[src/rtl/flash_byte_logger.sv]
// flash_byte_logger: buffers incoming bytes and commits each one to flash at an
// auto-incrementing address, serving random-address readbacks between writes.
module flash_byte_logger #(
   parameter int unsigned FIFO_DEPTH     = 16,
   parameter logic [23:0] BASE_ADDR      = 24'h000000,
   parameter logic [23:0] END_ADDR       = 24'h000FFF,
   parameter int unsigned TIMEOUT_CYCLES = 100_000_000
) (
   input  logic                        sclk,
   input  logic                        rst,
   input  logic [7:0]                  in_data,
   input  logic                        in_valid,
   output logic                        in_ready,
   input  logic                        rd_req,
   input  logic [23:0]                 rd_addr,
   output logic                        rd_ready,
   output logic [7:0]                  rd_data,
   output logic                        rd_valid,
   output logic [$clog2(FIFO_DEPTH):0] fifo_level,
   output logic [23:0]                 next_addr,
   output logic                        region_full,
   output logic                        err_timeout,
   output logic [23:0]                 flash_addr,
   output logic [7:0]                  write_byte,
   output logic                        write_trigger,
   output logic                        read_trigger,
   input  logic                        write_done,
   input  logic                        read_done,
   input  logic [7:0]                  read_byte
);

   localparam int AW = $clog2(FIFO_DEPTH);
   localparam int LW = AW + 1;
   localparam int CW = $clog2(TIMEOUT_CYCLES + 1);

   typedef enum logic [2:0] {
      IDLE, WR_ISSUE, WR_WAIT, RD_ISSUE, RD_WAIT, FAULT
   } state_t;

   state_t          state_q, state_d;
   logic [7:0]      fifo_mem_q [FIFO_DEPTH];
   logic [AW-1:0]   wptr_q, wptr_d, rptr_q, rptr_d;
   logic [LW-1:0]   level_q, level_d;
   logic [23:0]     next_addr_q, flash_addr_q, rd_addr_q;
   logic [7:0]      write_byte_q, rd_data_q;
   logic            rd_valid_q, region_full_q, err_q, rd_pend_q;
   logic [CW-1:0]   cnt_q;

   logic            push, wr_commit, rd_commit, last_write, timeout_hit;

   assign in_ready    = (level_q < LW'(FIFO_DEPTH)) & ~region_full_q & ~err_q;
   assign rd_ready    = ~rd_pend_q & ~err_q;
   assign push        = in_valid & in_ready;
   assign wr_commit   = (state_q == WR_WAIT) & write_done;
   assign rd_commit   = (state_q == RD_WAIT) & read_done;
   assign last_write  = wr_commit & (flash_addr_q == END_ADDR);
   assign timeout_hit = (cnt_q == CW'(TIMEOUT_CYCLES - 1));

   assign fifo_level  = level_q;
   assign next_addr   = next_addr_q;
   assign flash_addr  = flash_addr_q;
   assign write_byte  = write_byte_q;
   assign rd_data     = rd_data_q;
   assign rd_valid    = rd_valid_q;
   assign region_full = region_full_q;
   assign err_timeout = err_q;

   // State register
   always_ff @(posedge sclk or posedge rst) begin
      if (rst) state_q <= IDLE;
      else     state_q <= state_d;
   end

   // Next-state and trigger decode; reads win over writes when both are ready
   always_comb begin
      state_d       = state_q;
      write_trigger = 1'b0;
      read_trigger  = 1'b0;
      case (state_q)
         IDLE: begin
            if (rd_pend_q)                              state_d = RD_ISSUE;
            else if ((level_q != '0) && !region_full_q) state_d = WR_ISSUE;
         end
         WR_ISSUE: begin
            write_trigger = 1'b1;
            state_d       = WR_WAIT;
         end
         WR_WAIT: begin
            if (write_done)       state_d = IDLE;
            else if (timeout_hit) state_d = FAULT;
         end
         RD_ISSUE: begin
            read_trigger = 1'b1;
            state_d      = RD_WAIT;
         end
         RD_WAIT: begin
            if (read_done)        state_d = IDLE;
            else if (timeout_hit) state_d = FAULT;
         end
         FAULT:   state_d = FAULT;
         default: state_d = IDLE;
      endcase
   end

   // FIFO pointer/level next state; committing END_ADDR flushes whatever is left
   always_comb begin
      wptr_d = push ? wptr_q + AW'(1) : wptr_q;
      if (last_write) begin
         rptr_d  = wptr_d;
         level_d = '0;
      end else begin
         rptr_d  = wr_commit ? rptr_q + AW'(1) : rptr_q;
         level_d = level_q + LW'(push) - LW'(wr_commit);
      end
   end

   // FIFO control registers
   always_ff @(posedge sclk or posedge rst) begin
      if (rst) begin
         wptr_q  <= '0;
         rptr_q  <= '0;
         level_q <= '0;
      end else begin
         wptr_q  <= wptr_d;
         rptr_q  <= rptr_d;
         level_q <= level_d;
      end
   end

   // FIFO storage, data only
   always_ff @(posedge sclk) begin
      if (push) fifo_mem_q[wptr_q] <= in_data;
   end

   // Controller address/data are loaded on entry to an ISSUE state and then held
   // untouched until the transaction's done pulse
   always_ff @(posedge sclk or posedge rst) begin
      if (rst) begin
         flash_addr_q <= BASE_ADDR;
         write_byte_q <= 8'h00;
      end else if (state_q == IDLE && state_d == WR_ISSUE) begin
         flash_addr_q <= next_addr_q;
         write_byte_q <= fifo_mem_q[rptr_q];
      end else if (state_q == IDLE && state_d == RD_ISSUE) begin
         flash_addr_q <= rd_addr_q;
      end
   end

   // Write commit bookkeeping: address advance or sticky region-full
   always_ff @(posedge sclk or posedge rst) begin
      if (rst) begin
         next_addr_q   <= BASE_ADDR;
         region_full_q <= 1'b0;
      end else if (last_write) begin
         region_full_q <= 1'b1;
      end else if (wr_commit) begin
         next_addr_q   <= next_addr_q + 24'd1;
      end
   end

   // Readback request capture and response; rd_ready returns with rd_valid
   always_ff @(posedge sclk or posedge rst) begin
      if (rst) begin
         rd_pend_q  <= 1'b0;
         rd_addr_q  <= 24'h000000;
         rd_data_q  <= 8'hFF;
         rd_valid_q <= 1'b0;
      end else begin
         rd_valid_q <= rd_commit;
         if (rd_req && rd_ready) begin
            rd_pend_q <= 1'b1;
            rd_addr_q <= rd_addr;
         end else if (rd_commit) begin
            rd_pend_q <= 1'b0;
         end
         if (rd_commit) rd_data_q <= read_byte;
      end
   end

   // Wait-state watchdog; a silent controller parks the block in FAULT
   always_ff @(posedge sclk or posedge rst) begin
      if (rst) begin
         cnt_q <= '0;
         err_q <= 1'b0;
      end else begin
         if ((state_q == WR_WAIT || state_q == RD_WAIT) && !wr_commit && !rd_commit)
            cnt_q <= cnt_q + CW'(1);
         else
            cnt_q <= '0;
         if (state_d == FAULT) err_q <= 1'b1;
      end
   end

endmodule

[config.mk]
export PLATFORM = sky130hd
export DESIGN_NAME = flash_byte_logger
export DESIGN_NICKNAME = d
export VERILOG_FILES = /design/src/rtl/flash_byte_logger.sv
export SDC_FILE = /design/constraint.sdc
export NUM_CORES = 1
export LEC_CHECK = 0
export BUFFER_PORTS_ARGS = -buffer_cell sky130_fd_sc_hd__buf_2
export CAP_MARGIN = 10
export CORE_MARGIN = 2
export CORE_UTILIZATION = 31
export DETAILED_ROUTE_END_ITERATION = 16
export PLACE_DENSITY = 0.6
export SETUP_SLACK_MARGIN = 0.02
export SYNTH_ARGS = -nofsm -noshare
export SYNTH_HDL_FRONTEND = slang
export SYNTH_SLANG_ARGS = --single-unit
[constraint.sdc]
create_clock -name sclk -period 5.05 [get_ports sclk]
set_clock_uncertainty 0.2 [all_clocks]
set_input_delay 1.01 -clock sclk [delete_from_list [all_inputs] [get_ports sclk]]
set_output_delay 1.01 -clock sclk [all_outputs]
set_load 0.01 [all_outputs]
==> results of run 1 <==
-- metrics by stage --
step                      total power [uW]  area [um2]
after global placement                2390       12200
after detailed placement              2390       12200
final                                 4400       13200
after CTS                             4460       13200
after global routing                  4550       13200
after floorplan                       2330       11100
-- placed cells by master, fill, tap and decap left out, drive strengths merged, types with 9 or more instances in the layout --
| cell type | instances |
|---|---|
| a22oi | 26 |
| mux2 | 41 |
| buf | 132 |
| o21ai | 32 |
| xor2 | 23 |
| ha | 13 |
| mux4 | 32 |
| inv | 21 |
| edfxtp | 128 |
| dfrtp | 127 |
| a22o | 14 |
| nand3 | 16 |
| xnor2 | 31 |
| nand4 | 18 |
| and3 | 9 |
| nor2 | 51 |
| and2 | 10 |
| nor3 | 22 |
| nand2 | 67 |
| clkbuf | 42 |
-- power by group through the flow --
stage,clock network [uW],logic [uW],registers [uW]
final,2060,79.4,2260
after detailed placement,0,83.6,2300
after global routing,2200,91.8,2260
after CTS,2110,83.4,2260
after global placement,0,82.9,2300
after floorplan,0,28.7,2300
-- how the worst max path moves through the flow --
stage                     to  slack [ns]  startpoint
3_3_place_gp   fifo_level[4]        1.49    in_valid
6_report       fifo_level[4]        1.97    in_valid
2_1_floorplan       cnt_q[0]        0.24         rst
4_1_cts        fifo_level[4]        1.96    in_valid
3_5_place_dp   fifo_level[4]        1.40    in_valid
5_1_grt        fifo_level[4]        1.69    in_valid
-- flip-flops by register name, indices dropped and copies added, names as in the netlist, 3 cells and up --
signal and flops:
cnt_q 27, wptr_q 4, rptr_q 4, state_q 3, flash_addr 24, fifo_level 5
rd_addr_q 24, rd_data 8, next_addr 24, write_byte 8, fifo_mem_q 128
-- synthesized netlist by cell type (all sizes together) (8+ instances only) --
| cell type | number | area share (%) |
|---|---|---|
| and3 | 9 | 0.51 |
| and2 | 10 | 0.56 |
| clkbuf | 21 | 0.71 |
| o21ai | 32 | 1.4 |
| buf | 15 | 0.62 |
| a22o | 14 | 1.1 |
| a22oi | 26 | 1.8 |
| inv | 21 | 0.71 |
| nand3 | 16 | 0.77 |
| xnor2 | 31 | 2.4 |
| nand2 | 67 | 2.3 |
| xor2 | 23 | 1.8 |
| mux4 | 32 | 6.5 |
| nand4 | 18 | 1.0 |
| dfstp | 8 | 1.9 |
| mux2 | 41 | 4.2 |
| edfxtp | 128 | 35 |
| ha | 13 | 1.5 |
| nor3 | 22 | 1.0 |
| nor2 | 51 | 1.7 |
| nor4 | 8 | 0.51 |
| dfrtp | 127 | 29 |
-- cells by family after synthesis --
family | Yosys count | share of synthesized area (%)
AO/OA/AOI/OAI | 88 | 5.43
multiplexers | 74 | 10.7
flip-flops | 263 | 65.1
adder cells (fa/ha/maj) | 14 | 1.64
XOR/XNOR | 54 | 4.25
AND/OR/NAND/NOR | 235 | 10.8
buffers and inverters | 58 | 2.07
-- final cells by class --
class	count	area (um2)
sequential	263	7230
clock inverter	9	97.6
fill	3372	22300
multi-input combinational	465	3660
inverter	22	87.6
clock buffer	42	835
tap	461	577
timing repair buffer	132	686
-- per-layer routing --
metal / global-route usage [%] / up-vias / wire [um]
met5: 0 / - / 27
met1: 18.9 / 3418 / 11700
met2: 20.6 / 161 / 11200
met3: 3.26 / 46 / 1500
li1: - / 3164 / -
met4: 3.00 / 4 / 585
==> impl_metrics.ini, run 1 <==
[cells_and_area]
final_util_pct = 37.1
fin_cells = 1394
antennaDiodeCount = 0
drive_gt1_share_pct = 29.0
nets = 973
area_delta_synth_final_pct = 18.5

[die]
core_region_area_mm2 = 0.0355
ios = 122
initial_utilization_pct = 31.3
die_w_um = 193
die_area_mm2 = 0.0374
fp.dieH_um = 193
rows = 69

[synth]
postSynthAreaPerCell_um2 = 14.1
netlist_instances = 786
ys_warn_count = 0
async_flop_share_pct = 51.3
synth-edff-count = 128
netlist_area_mm2 = 0.0111
ys_types = 53
ys_ff_latch = 263
seq_area_frac_synth_pct = 65.1
synth_flop_cell = edfxtp_1
synthesis.nets = 846

[worst_setup_path]
rr_worst_depth = 9
cp_slowest_cell = nor4b_2
r2r_end = write_byte[3]
startpoint_type = input port
cp.required_ns = 5.30
path_class = in2reg
critPathCaptureType = flop
cpMostUsedCell = inv_1
timing.rr.start = fifo_level[2]
cp_max_fo = 7
crit_arrival_ns = 3.33
critPathBufInv = 5
worst-path-stages = 13
max_stage_delay_ns = 0.49
path_cells = buf_2 -> nor4b_2 -> inv_1 -> ha_1 -> inv_1 -> ha_1 -> inv_1 -> fa_1 -> inv_1 -> a21oi_1 -> nor2_1 -> or3_1 -> a21oi_1
path_delay_family = simple AND/OR/NAND/NOR gates
rrSetupSlack_ns = 2.01

[timing]
final-max-slew-violation-count = 0
fmax_ghz = 0.325
whs_ns = 0.297
slew_headroom_pct = 19.2
setup_viol = 0
rsz0062_at_grt = false
hold_viol_final = 0
period_needed_ns = 3.08
worst_slew_pin_slew_ns = 1.21
setup_ws_ns = 1.97
period_share_pct = 60.9
setup-tns-final_ns = 0

[cts]
clk_latency_ns = 0.54
cts_buffer_depth = 3
cts_buffers = 29
htree_levels = 1
clkSinkCount = 263
cts_tree = built
root_buffer = clkbuf_16
cts.reportedPaths.clkPinSlew_ns = 0.06
cts_resized = 0
hold_buffers = 0
post-cts-setup-buffers = 0

[global_routing]
grt_pass1_vias = 7011
grt_pass1_wl_um = 40300
antenna_found_initial = 2
grt_max_degree = 107
grt_overflow_total = 0
grt_use_total_pct = 13.3

[drt]
wirelength_um = 25000
drt_iter0_markers = 348
vias = 6793
ant_nets = 0
wire_per_inst_um = 17.9
vias_per_cell = 4.87
firstDrtPassIters = 4
route.detailed.drc = 0

[pwr]
clockPowerShare_pct = 46.8
switchingPower_uw = 878
power.share.combinational_pct = 1.8
internal_power_uw = 3520
p_seq_share_pct = 51.4
leakage_uw = 0.00527
vdd_ir_drop_max_mv = 0.216
pwr_density_cell_mw_per_mm2 = 334
p_sw_share_pct = 20.0

[status]
status = complete, no violations

[placement]
finalWeightedCongestion = 0.792
post-place-cells = 1342
preCtsSetupSlack_ns = 1.40
dpl.hpwl_um = 17200
io_buffers = 121

[hold_path]
hp-start = cnt_q[0]
hold-path-endpoint = cnt_q[0]
whs_path_depth = 1
min_path_type = reg2reg

[job]
max_cap_viol_count = 0
Note: power is estimated with default switching activity, not from simulation.
==> run 2, diff against run 1 <==
- clock period: 5.05 -> 2.6 ns (I/O delays scaled with it)
==> impl_metrics.ini, run 2 (synthesis gave the netlist of run 1 again) <==
[timing]
whs_ns = 0.0259
rsz0062_at_grt = true
hold_viol_final = 0
period_needed_ns = 2.48
setup-tns-final_ns = 0
final-max-slew-violation-count = 0
setup_viol = 0
worst_slew_pin_slew_ns = 0.668
fmax_ghz = 0.403
period_share_pct = 95.5
slew_headroom_pct = 55.4

[worst_setup_path]
path_class = reg2reg
cp_slowest_cell = dfrtp_2
path_cells = nor4b_4 -> inv_1 -> ha_1 -> inv_1 -> ha_2 -> inv_2 -> fa_2 -> inv_1 -> a21oi_2 -> nor2_1 -> or3_1 -> a21oi_1
crit_arrival_ns = 2.74
r2r_end = fifo_level[4]
critPathCaptureType = flop
max_stage_delay_ns = 0.42
cp_max_fo = 2
rrSetupSlack_ns = 0.12
rr_worst_depth = 12
cpMostUsedCell = inv_1
startpoint_type = flop
timing.rr.start = region_full
setup.worst_path.end = fifo_level[4]
cp.required_ns = 2.86
cp-startpoint = region_full

[pwr]
p_seq_share_pct = 50.1
power.share.combinational_pct = 2.3
pwr_density_cell_mw_per_mm2 = 634
clockPowerShare_pct = 47.7
p_sw_share_pct = 19.9
leakage_uw = 0.00559
vdd_ir_drop_max_mv = 0.486
internal_power_uw = 7030
switchingPower_uw = 1740

[drt]
drt_iter0_markers = 452
wire_per_inst_um = 18.0
vias = 7098
firstDrtPassIters = 4
ant_nets = 0
route.detailed.drc = 0
vias_per_cell = 4.88
wirelength_um = 26100

[global_routing]
gr-usage-met1_pct = 19.4
grt_overflow_total = 0
grt_use_met3_pct = 2.91
grt_busiest_layer = met2
grt_max_degree = 74
grt_pass1_wl_um = 41600
grtUsageMet2_pct = 22.4
grt_pass1_vias = 7229
antenna_found_initial = 0
grt_use_total_pct = 13.9

[cts]
cts.reportedPaths.clkPinSlew_ns = 0.06
clk_latency_ns = 0.54
cts_buffer_depth = 3
clkSinkCount = 263
htree_levels = 1
cts_tree = built
cts_buffers = 28
root_buffer = clkbuf_16

[die]
rows = 69
die_w_um = 193
initial_utilization_pct = 31.3
die_area_mm2 = 0.0374
ios = 122
fp.dieH_um = 193
core_region_area_mm2 = 0.0355

[cells_and_area]
nets = 1032
layout_commonest_cell = edfxtp_1
layout_common_cells = edfxtp_1, dfrtp_1, buf_2, nand2_1, nor2_1
area_delta_synth_final_pct = 24.5
largest_reg_flops = 128
fin_cells = 1455
drive_gt1_share_pct = 30.9
top_regs = fifo_mem_q (128), cnt_q (27)
final_util_pct = 39.0
top_register = fifo_mem_q
antennaDiodeCount = 0

[hold_path]
min_path_type = in2reg
hp-start = read_byte[0]

[placement]
io_buffers = 121
dpl.hpwl_um = 17600
post-place-cells = 1371
finalWeightedCongestion = 0.791

[job]
max_cap_viol_count = 0

[status]
status = complete, no violations
[run 2: cell types whose count changed in the layout (fill, tap and decap cells not counted), moves of 2 or more]
cell,delta
clkbuf_1,+2
buf_12,+5
dlygate4sd3_1,+31
bufinv_16,+2
dfrtp_1,-2
buf_4,+25
dfrtp_2,+2
clkinv_1,-2
[run 2: per-layer routing]
| metal | vias to the layer above | share of wire [%] |
|---|---|---|
| li1 | 3272 | - |
| met1 | 3612 | 45 |
| met2 | 179 | 47 |
| met3 | 35 | 5.8 |
| met4 | 0 | 1.7 |
| met5 | - | 0 |
[run 2: power groups by stage]
stage | Sequential, uW | Combinational, uW | Clock, uW
final | 4390 | 199 | 4180
after global routing | 4390 | 223 | 4450
after CTS | 4390 | 204 | 4310
after detailed placement | 4470 | 168 | 0
after global placement | 4470 | 163 | 0
after floorplan | 4480 | 56.5 | 0
[run 2: cell type report]
type | instances | area (um2)
clock inverter | 9 | 163
timing repair buffer | 192 | 1280
inverter | 22 | 86.3
fill | 3297 | 21600
sequential | 263 | 7240
tap | 461 | 577
clock buffer | 43 | 817
multi-input combinational | 465 | 3680
[run 2: worst min path at each step]
stage,to,slack [ns],cells past startpoint
after global routing,rd_data[7],0.005,2
after global placement,cnt_q[0],0.27,1
after CTS,rd_data[0],0.004,2
after detailed placement,flash_addr[17],0.29,2
final,rd_data[0],0.03,2
after floorplan,cnt_q[0],0.25,1
[run 2: metrics by stage]
step	total power, uW	worst slack, ns	instance area (um2)
2_1_floorplan	4530	0.0193	11100
3_3_place_gp	4640	0.0408	12500
3_5_place_dp	4640	-0.000416	12500
4_1_cts	8900	0.0794	13800
5_1_grt	9070	-0.00315	13800
6_report	8770	0.118	13800
[run 2: worst max-delay path: cells and delay by family, from the launching register on]
kind,cells,cell delay (ns)
buffers and inverters,4,0.24
AOI/OAI and AO/OA,2,0.23
and+or+nand+nor,3,0.70
DFF,1,0.42
adders and majority gates,3,0.63
[run 2: what timing repair did]
action                                  in CTS  in global routing
hold buffers                                31                  0
endpoints found under the setup margin       0                  1
setup buffers                                0                  1
resized for setup                            0                  2
endpoints found under the hold margin      157                  0
==> run 3, diff against run 2 <==
- MAX_ROUTING_LAYER: not set -> met4
==> impl_metrics.ini, run 3 (synthesis gave the netlist of run 1 again) <==
[placement]
finalWeightedCongestion = 0.803
io_buffers = 121
dpl.hpwl_um = 17600

[job]
max_cap_viol_count = 0

[worst_setup_path]
path_delay_family = simple AND/OR/NAND/NOR gates
cp_slowest_cell = dfrtp_2
rrSetupSlack_ns = 0.12
crit_arrival_ns = 2.74
path_class = reg2reg
critPathBufInv = 4
path_cells = nor4b_4 -> inv_1 -> ha_1 -> inv_1 -> ha_2 -> inv_2 -> fa_2 -> inv_1 -> a21oi_2 -> nor2_1 -> or3_1 -> a21oi_1
cp_max_fo = 2
critPathCaptureType = flop
max_stage_delay_ns = 0.42
cp.required_ns = 2.86
startpoint_type = flop
cpMostUsedCell = inv_1

[die]
rows = 69
core_region_area_mm2 = 0.0355
die_w_um = 193
ios = 122
initial_utilization_pct = 31.3
die_area_mm2 = 0.0374
fp.dieH_um = 193

[cells_and_area]
antennaDiodeCount = 0
top_regs = fifo_mem_q (128), cnt_q (27)
layout_common_cells = edfxtp_1, dfrtp_1, buf_2, nand2_1, nor2_1
drive_gt1_share_pct = 30.9
top_register = fifo_mem_q
final_util_pct = 39.0
largest_reg_flops = 128
nets = 1032
layout_commonest_cell = edfxtp_1
area_delta_synth_final_pct = 24.5

[timing]
setup_viol = 0
rsz0062_at_grt = true
whs_ns = 0.0277
worst_slew_pin_slew_ns = 0.682
setup-tns-final_ns = 0
slew_headroom_pct = 54.4
fmax_ghz = 0.403
period_share_pct = 95.5
period_needed_ns = 2.48
hold_viol_final = 0
final-max-slew-violation-count = 0

[drt]
drt_iter0_markers = 425
wl_met3_um = 1280
vias = 7124
dr_wl_met2_um = 12300
vias_per_cell = 4.90
firstDrtPassIters = 4
highest_layer = met4
ant_nets = 0
wl_met1_um = 12200
route.detailed.drc = 0
wirelength_um = 26200
wire_per_inst_um = 18.0

[global_routing]
antenna_found_initial = 0
grt_max_degree = 74
grt_overflow_total = 0
grt_pass1_wl_um = 41600
grt_pass1_vias = 7235
grt_use_total_pct = 14.3

[cts]
cts_buffers = 28
cts.reportedPaths.clkPinSlew_ns = 0.06
root_buffer = clkbuf_16
cts_buffer_depth = 3
clk_latency_ns = 0.54
htree_levels = 1
cts_tree = built
clkSinkCount = 263

[pwr]
internal_power_uw = 7030
pwr_density_cell_mw_per_mm2 = 634
p_seq_share_pct = 50.1
p_sw_share_pct = 19.9
clockPowerShare_pct = 47.6
leakage_uw = 0.00559
power_uw = 8770
vdd_ir_drop_max_mv = 0.486
switchingPower_uw = 1740
power.share.combinational_pct = 2.3

[status]
status = complete, no violations

[hold_path]
min_path_type = in2reg
run 3: cell counts in the layout (fill, tap and decap cells not counted):
Identical to the previous run, type by type.
run 3: timing repair:
item | CTS | global route
setup buffers | 0 | 1
endpoints found under the hold margin | 157 | 0
endpoints found under the setup margin | 0 | 1
hold buffers | 31 | 0
resized for setup | 0 | 2
run 3: worst register-to-register path, delay by kind of cell, from the launching register on:
family | cells | cell delay [ns]
AO/OA/AOI/OAI | 2 | 0.23
AND/OR/NAND/NOR | 3 | 0.70
buffers and inverters | 4 | 0.24
flip-flops | 1 | 0.42
adder cells (fa/ha/maj) | 3 | 0.63
run 3: area by class of cell:
type / instances / area [um2]
Fill cell: 3297 / 21600
Sequential cell: 263 / 7240
Multi-Input combinational cell: 465 / 3680
Timing Repair Buffer: 192 / 1280
Clock buffer: 43 / 817
Tap cell: 461 / 577
Clock inverter: 9 / 163
Inverter: 22 / 86.3
run 3: metrics by stage:
stage | worst slack (ns) | area [um2] | instances
6_report | 0.118 | 13800 | 1455
5_1_grt | -0.00315 | 13800 | 1455
4_1_cts | 0.0794 | 13800 | 1454
3_5_place_dp | -0.000416 | 12500 | 1371
3_3_place_gp | 0.0408 | 12500 | 1371
2_1_floorplan | 0.0193 | 11100 | 786
run 3: routing by layer:
metal | global-route usage [%] | up-vias
li1 | - | 3270
met1 | 19.7 | 3651
met2 | 22.4 | 170
met3 | 2.49 | 33
met4 | 3.00 | 0
met5 | - | -
run 3: path summary, 6_finish.rpt:
| path | startpoint | endpoint | cells after the start |
|---|---|---|---|
| hold reg to reg | cnt_q[0] | cnt_q[0] | 1 |
| setup / recovery | region_full | fifo_level[4] | 12 |
| max in group asynchronous | rst | flash_addr[19] | 4 |
| setup reg to reg | region_full | fifo_level[4] | 12 |
| hold / removal | read_byte[0] | rd_data[0] | 2 |
| min in group asynchronous | rst | fifo_level[3] | 4 |
run 3: power groups by stage:
| stage | Clock [uW] | Sequential, uW | Combinational (uW) |
|---|---|---|---|
| finish | 4180 | 4390 | 199 |
| global route | 4450 | 4390 | 223 |
| CTS | 4310 | 4390 | 204 |
| detailed placement | 0 | 4470 | 168 |
| global placement | 0 | 4470 | 163 |
| floorplan | 0 | 4480 | 56.5 |
